$ cat config.mk
export PLATFORM = sky130hd
export DESIGN_NAME = timer_control
export DESIGN_NICKNAME = d
export VERILOG_FILES = /design/src/rtl/timer_control.sv
export SDC_FILE = /design/constraint.sdc
export NUM_CORES = 1
export LEC_CHECK = 0
export CAP_MARGIN = 20
export CORE_UTILIZATION = 40
export CTS_BUF_LIST = sky130_fd_sc_hd__clkbuf_4 sky130_fd_sc_hd__clkbuf_8
export CTS_CLUSTER_DIAMETER = 40
export DETAILED_ROUTE_END_ITERATION = 7
export GPL_TIMING_DRIVEN = 0
export HOLD_SLACK_MARGIN = 0.15
export SYNTH_ARGS = -nofsm -noshare
export SYNTH_HDL_FRONTEND = slang
export SYNTH_SLANG_ARGS = --single-unit
$ cat constraint.sdc
create_clock -name clk -period 2.7 [get_ports clk]
set_input_delay 0.27 -clock clk [delete_from_list [all_inputs] [get_ports clk]]
set_output_delay 0.27 -clock clk [all_outputs]
set_load 0.01 [all_outputs]
$ cat src/rtl/timer_control.sv
// Front-end control for the minutes/seconds timer: button conditioning, mode FSM,
// and increment-pulse stretching toward the slow-clocked counter block.
module timer_control #(
    parameter int unsigned DEBOUNCE_CYCLES = 1_000_000,
    parameter int unsigned INC_HOLD        = 100_000_001,
    parameter int unsigned ALARM_CYCLES    = 500_000_000
) (
    input  logic       clk,
    input  logic       reset,
    input  logic       btn_start,
    input  logic       btn_mode,
    input  logic       btn_up,
    input  logic       btn_dir,
    input  logic       finish,
    output logic       enable,
    output logic       forward,
    output logic       incrementSeconds,
    output logic       incrementMinutes,
    output logic       alarm,
    output logic [2:0] state
);

    localparam int unsigned DbW   = $clog2(DEBOUNCE_CYCLES + 1);
    localparam int unsigned HoldW = $clog2(INC_HOLD + 1);
    localparam int unsigned AlmW  = $clog2(ALARM_CYCLES + 1);

    typedef enum logic [2:0] {
        StIdle   = 3'd0,
        StSetSec = 3'd1,
        StSetMin = 3'd2,
        StRun    = 3'd3,
        StPause  = 3'd4,
        StAlarm  = 3'd5
    } state_e;

    // Button bit order: 0 start, 1 mode, 2 up, 3 dir.
    logic [3:0]     btn_raw;
    logic [3:0]     btn_s1_q, btn_s2_q;
    logic [3:0]     db_q, db_prev_q, press_q;
    logic [DbW-1:0] db_cnt_q [4];
    logic           fin_s1_q, fin_s2_q, fin_prev_q;
    logic           finish_evt;

    state_e           state_q, state_d;
    logic             forward_q, forward_d;
    logic             inc_sec_q, inc_min_q;
    logic [HoldW-1:0] hold_cnt_q;
    logic [AlmW-1:0]  alarm_cnt_q;
    logic             fire_sec, fire_min, stretching;
    logic             ev_start, ev_mode, ev_up, ev_dir, any_btn;

    assign btn_raw    = {btn_dir, btn_up, btn_mode, btn_start};
    assign finish_evt = fin_s2_q & ~fin_prev_q;
    assign stretching = inc_sec_q | inc_min_q;

    always_ff @(posedge clk) begin
        if (reset) begin
            btn_s1_q   <= '0;
            btn_s2_q   <= '0;
            db_q       <= '0;
            db_prev_q  <= '0;
            press_q    <= '0;
            fin_s1_q   <= 1'b0;
            fin_s2_q   <= 1'b0;
            fin_prev_q <= 1'b0;
            for (int i = 0; i < 4; i++) begin
                db_cnt_q[i] <= '0;
            end
        end else begin
            btn_s1_q   <= btn_raw;
            btn_s2_q   <= btn_s1_q;
            db_prev_q  <= db_q;
            press_q    <= db_q & ~db_prev_q;
            fin_s1_q   <= finish;
            fin_s2_q   <= fin_s1_q;
            fin_prev_q <= fin_s2_q;
            // Level flips only after DEBOUNCE_CYCLES consecutive disagreeing samples.
            for (int i = 0; i < 4; i++) begin
                if (btn_s2_q[i] == db_q[i]) begin
                    db_cnt_q[i] <= '0;
                end else if (db_cnt_q[i] == DbW'(DEBOUNCE_CYCLES - 1)) begin
                    db_q[i]     <= btn_s2_q[i];
                    db_cnt_q[i] <= '0;
                end else begin
                    db_cnt_q[i] <= db_cnt_q[i] + DbW'(1);
                end
            end
        end
    end

    always_comb begin
        state_d   = state_q;
        forward_d = forward_q;
        fire_sec  = 1'b0;
        fire_min  = 1'b0;
        // Only the highest-priority press in a cycle acts.
        ev_start  = press_q[0];
        ev_mode   = press_q[1] & ~press_q[0];
        ev_up     = press_q[2] & ~(|press_q[1:0]);
        ev_dir    = press_q[3] & ~(|press_q[2:0]);
        any_btn   = |press_q;
        case (state_q)
            StIdle: begin
                if (ev_start)     state_d = StRun;
                else if (ev_mode) state_d = StSetSec;
                else if (ev_dir)  forward_d = ~forward_q;
            end
            StSetSec: begin
                if (ev_start)                  state_d = StRun;
                else if (ev_mode)              state_d = StSetMin;
                else if (ev_up && !stretching) fire_sec = 1'b1;
            end
            StSetMin: begin
                if (ev_start)                  state_d = StRun;
                else if (ev_mode)              state_d = StIdle;
                else if (ev_up && !stretching) fire_min = 1'b1;
            end
            StRun: begin
                if (finish_evt)    state_d = StAlarm;
                else if (ev_start) state_d = StPause;
            end
            StPause: begin
                if (ev_start)     state_d = StRun;
                else if (ev_mode) state_d = StIdle;
            end
            StAlarm: begin
                if (any_btn || alarm_cnt_q == AlmW'(ALARM_CYCLES - 1)) state_d = StIdle;
            end
            default: state_d = StIdle;
        endcase
    end

    always_ff @(posedge clk) begin
        if (reset) begin
            state_q     <= StIdle;
            forward_q   <= 1'b1;
            inc_sec_q   <= 1'b0;
            inc_min_q   <= 1'b0;
            hold_cnt_q  <= '0;
            alarm_cnt_q <= '0;
        end else begin
            state_q   <= state_d;
            forward_q <= forward_d;
            if (fire_sec || fire_min) begin
                inc_sec_q  <= fire_sec;
                inc_min_q  <= fire_min;
                hold_cnt_q <= HoldW'(1);
            end else if (stretching) begin
                if (hold_cnt_q == HoldW'(INC_HOLD)) begin
                    inc_sec_q  <= 1'b0;
                    inc_min_q  <= 1'b0;
                    hold_cnt_q <= '0;
                end else begin
                    hold_cnt_q <= hold_cnt_q + HoldW'(1);
                end
            end
            if (state_q != StAlarm) begin
                alarm_cnt_q <= '0;
            end else if (alarm_cnt_q != AlmW'(ALARM_CYCLES)) begin
                alarm_cnt_q <= alarm_cnt_q + AlmW'(1);
            end
        end
    end

    assign enable           = (state_q == StRun);
    assign alarm            = (state_q == StAlarm);
    assign forward          = forward_q;
    assign incrementSeconds = inc_sec_q;
    assign incrementMinutes = inc_min_q;
    assign state            = state_q;

endmodule
### Word-level counts from Yosys, hierarchy flattened

Memories as Yosys holds them, arrays and structs flattened.
Index checks and enable logic that the tools add are counted.

| word-level totals | value |
|---|---|
| output and inout port bits | 8 |
| RAM bits | 80 |
| register bits after elaboration | 85 |
| memories kept | 1 |

Memory list:

| name | depth | bits a word | read ports | clocked after Yosys merged registers in | wr ports | RTL line | RTL |
|---|---|---|---|---|---|---|---|
| db_cnt_q | 4 | 20 | 4 | 0 | 4 | 40 | `logic [DbW-1:0] db_cnt_q [4];` |

| cells by class | value |
|---|---|
| reduce and logical (&&, ||, !) cells | 20 |
| add/subtract/negate cells | 6 |
| eq/ne operators | 22 |
| muxes and demuxes | 80 |
| bitwise logic cells | 29 |

Operator list:

| kind | number |
|---|---|
| 20-bit two-way mux | 12 |
| 20-bit by 1-bit adder with 20-bit output, second input constant | 4 |
| 20-bit == test, second input constant | 4 |
| 1-bit two-way mux | 57 |
| 29-bit by 1-bit adder with 29-bit output, second input constant | 1 |
| 29-bit == test, second input constant | 1 |
| 29-bit != test, second input constant | 1 |
| 27-bit by 1-bit adder with 27-bit output, second input constant | 1 |
| 27-bit == test, second input constant | 1 |
| 27-bit two-way mux | 1 |
| 3-bit two-way mux | 9 |
| 3-bit one-hot mux with 5 select lines | 1 |
| 1-bit OR | 13 |
| 1-bit NOT | 10 |
| 2-bit AND reduction | 5 |
| 3-bit != test, second input constant | 3 |
| 2-bit OR reduction | 4 |
| 3-bit by 2-bit == test with 1-bit output, second input constant | 2 |
| 3-bit == test, second input constant | 2 |
| 3-bit by 1-bit != test with 1-bit output, second input constant | 2 |
| 5-bit AND reduction | 1 |
| 1-bit AND | 4 |
| 4-bit AND | 1 |
| 1-bit == test | 4 |
| 11 further kinds | 13 |

### Logic depth before layout (Yosys ltp)

| logic depth | value |
|---|---|
| word-level depth | 11 |
| depth in mapped cells | 9 |
| depth with buffers taken out | 7 |

### Least setup slack after synthesis

No wires, ideal clock.

| timing | value |
|---|---|
| path type | register -> register |
| start point | memory db_cnt_q[3][13] in the netlist's numbering |
| end point | memory db_cnt_q[3][12] in the netlist's numbering, data pin |
| arrival time | 1.840 ns |
| slack | 0.594 ns |
| path buffers | 2 |
| library setup time | 0.266 ns |
| stages on the path, launching flop included | 8 |
| required time | 2.434 ns |
| path through | edfxtp_1 -> nor4_1 -> nand4_1 -> nor4_1 -> or2_2 -> clkbuf_1 -> clkbuf_1 -> nor2_1 |

RTL lines:

| item | RTL line |
|---|---|
| start, declared | 40 |

### Final worst setup path

| timing | value |
|---|---|
| start point | register state_q[1], in the netlist state[1] |
| end point | output port alarm |

| between the ends | value |
|---|---|
| word-level cells in the longest chain between the ends | 1 |

RTL lines:

| item | RTL line | RTL |
|---|---|---|
| start, declared | 44 | `state_e state_q, state_d;` |
| start signal, assigned | 135 | `state_q <= StIdle;` |
| start signal, assigned | 142 | `state_q <= state_d;` |
| 3-bit == test | 166 | `assign alarm = (state_q == StAlarm);` |
| end, declared | 19 | `output logic alarm,` |

No other way between the ends.

==> flow_summary_export.csv <==
group,metric,value,unit
pwr,switching_power,0.00108,W
routing,routed_wirelength,14000,um
pwr,sequentialPowerShare,59.6,%
grt,overflow,0,
timing,period_needed,2380,ps
layout,fillers,1934,
grt,grt_max_degree,17,
place,dpl.hpwl,9980,um
timing,fin_tns_setup,0,ps
setup_path,slowest_delay,490,ps
layout,fin_nets,947,
synthesis,yosysTopAreaCellShare,30.0,%
setup_path,cpMaxStageDelayCell,"clkdlybuf4s50_1",
pwr,power_leakage,3.05,nW
timing,worstMarginPinSlew,782,ps
synthesis,synthArstFlopShare,0,%
synthesis,synth_flop_cell,"dfxtp_1",
routing,wl_per_cell,11.6,um
layout,area_delta_synth_final,14.4,%
routing,vias,5669,
grt,antenna_found_initial,0,
setup_path,endpoint_kind,"primary output",
synthesis,yosys_warnings,0,
die,rows,51,
synthesis,syn_area,8000,um2
layout,finalNonFillerCells,1210,
grt,grt_pass1_vias,5345,
place,routabilityCongestion,0.774,
routing,dr.first_iter.drc_count,205,
clocking,clockBufferDepth,2,
grt,grt_pass1_wl,24100,um
grt,gr-usage-all-layers,14.7,%
layout,final_layout_size_suffix_gt1_share,7.62,%
timing,max_freq,419,MHz
synthesis,synth.ff_latch_count,165,
layout,fin_util,46.9,%
pwr,intPower,0.00351,W
clocking,cts_hold_buf,0,
routing,wl_met2,6340,um
routing,highest_layer,"met4",
die,core,19500,um2
run_status,outcome,"finished clean",
routing,met1Wirelength,7070,um
synthesis,yosysSeqAreaShare,51.3,%
die,die_area,20600,um2
clocking,cts_tree,"built",
setup_path,worstPathMaxFanout,9,
place,pre_cts_ws,26.9,ps
clocking,cts_root_buf,"clkbuf_8",
synthesis,synth_area_leaders,"edfxtp_1, dfxtp_1, nor2_1, xnor2_1, xor2_1",
place,place_inst,1178,
setup_path,cp_cell_sequence,"clkbuf_1 -> and2b_2 -> nand2_1 -> inv_1 -> clkdlybuf4s50_1",
pwr,p_comb_share,3.0,%
timing,fin_ws,315,ps
clocking,cts_buffers,17,
timing,drv_slew,0,
synthesis,synth-edff-count,80,
layout,antennaDiodeCount,0,
synthesis,synth_area_leader_cell,"edfxtp_1",
place,io_buffers,14,
timing,timing.final.crit_share,88.3,%
pwr,power.density,501,nW/um2
setup_path,start_kind,"flip-flop",
clocking,path_clk_slew,90,ps
routing,vias_per_cell,4.69,
timing,hold_violations,0,
pwr,fin_total_pwr,0.00459,W
timing,fin_skew,10.9,ps
routing,ant_nets,0,
synthesis,postSynthCellCount,820,
run,cap_violations,0,
routing,drcViolationCount,0,
routing,dr.pass1.iters,5,
die,initial_core_util,41.0,%
pwr,p_clk_share,37.4,%
pwr,switching_share,23.5,%
clocking,htreeDepth,4,
synthesis,synthDistinctLibCells,53,
die,fp.dieH,143,um
timing,rsz0062_at_grt,"false",
setup_path,critPathArrivalTime,2110,ps
routing,wl_met3,414,um
hold_path,hold_path.class,"in -> reg",
timing,worst_slew_margin_rel,47.4,%
clocking,clk_latency,450,ps
clocking,cts.sinks,165,
setup_path,worstPathRequired,2430,ps
die,die_w,143,um
die,io_pins,15,
setup_path,critical_path_class,"reg -> out",
synthesis,syn_area_per_cell,9.75,um2
timing,setup_viol,0,
pwr,ir_drop,0.310,mV
-- layout by cell type, fill, tap and decap left out, drive strengths merged, types with 5 or more instances in the layout --
| master | n |
|---|---|
| dfxtp | 85 |
| edfxtp | 80 |
| mux2i | 5 |
| conb | 80 |
| nor2 | 173 |
| buf | 6 |
| inv | 23 |
| or3 | 6 |
| ha | 8 |
| clkbuf | 38 |
| clkdlybuf4s50 | 14 |
| nand3 | 62 |
| xor2 | 63 |
| nor4b | 8 |
| and4 | 8 |
| xnor2 | 65 |
| nand2 | 56 |
| nand4 | 32 |
| and3 | 20 |
| nor3 | 21 |
| nor4 | 19 |
| nor2b | 21 |
-- cells by family (layout without fill, tap and decap cells) --
kind of cell	Yosys count	in the layout	synth area share, %
xor+xnor	128	128	14.0
fa+ha+maj	10	10	1.50
buf+inv	42	88	2.19
compound gates	18	18	1.69
flops	165	165	51.3
other cells	1	80	0.0469
mux	5	5	0.626
simple gates	451	451	28.6
-- worst max-delay path: cells and delay by family, from the launching register on --
kind | cells | cell delay (ps)
DFF | 1 | 380
and+or+nand+nor | 2 | 390
buffers and inverters | 3 | 900
-- cell usage after synthesis, drive strengths merged (4+ instances only) --
library cell and number:
nand3b 4, nor3 21, nand2 56, nor4 19
nor2b 21, and3 20, xor2 63, nand3 62
ha 8, clkbuf 19, or3 6, nor4b 8
dfxtp 85, nand4 32, mux2i 5, edfxtp 80
inv 17, a21oi 4, and2 4, or4 4
and4 8, buf 6, nor2 173, xnor2 65
-- through the flow --
stage	cell area, um2	hold slack [ps]
2_1_floorplan	8300	367
3_3_place_gp	8770	371
3_5_place_dp	8770	377
4_1_cts	9140	342
5_1_grt	9150	369
6_report	9150	384
-- power groups by stage --
stage / clock network, W / logic, W / registers, W
floorplan: 0 / 0.000107 / 0.00278
global placement: 0 / 0.000135 / 0.00279
detailed placement: 0 / 0.000135 / 0.00279
CTS: 0.00179 / 0.000136 / 0.00274
global route: 0.00187 / 0.000158 / 0.00275
finish: 0.00172 / 0.000137 / 0.00274
-- timing repair --
item,4_1_cts,5_1_grt
setup endpoints to repair,0,10
resized for setup,0,3
buffers inserted,0,0
-- layout make-up --
class	count	area [um2]	share of cell area, %
repair buffers	14	140	1.53
clock buffers	19	255	2.79
clock inverters	13	120	1.31
inverters	17	63.8	0.697
plain buffers	25	113	1.23
well taps	265	332	3.62
multi-input cells	692	4020	44.0
flip-flops and latches	165	4100	44.9
-- per-layer routing --
layer | global-route usage, % | up-vias
li1 | - | 2988
met1 | 19.2 | 2621
met2 | 23.7 | 46
met3 | 3.57 | 14
met4 | 5.10 | 0
met5 | 0 | -
-- path summary, 6_finish.rpt --
check | cells past startpoint | to | start | slack, ps
max | 5 | alarm | state[1] | 320
min | 2 | btn_s1_q[2] | btn_up | 380
max reg2reg | 7 | db_cnt_q[3][17] | db_cnt_q[3][13] | 330
min reg2reg | 1 | press_q[1] | db_prev_q[1] | 390
-- flip-flops by register name, summed over array words and instances (netlist names) --
register and count:
alarm_cnt_q 29, incrementSeconds 1, forward 1, press_q 4
btn_s1_q 4, fin_prev_q 1, hold_cnt_q 27, incrementMinutes 1
state 3, btn_s2_q 4, db_q 4, db_prev_q 4
fin_s2_q 1, fin_s1_q 1, db_cnt_q 80
Power figures use the tool's default switching activity.
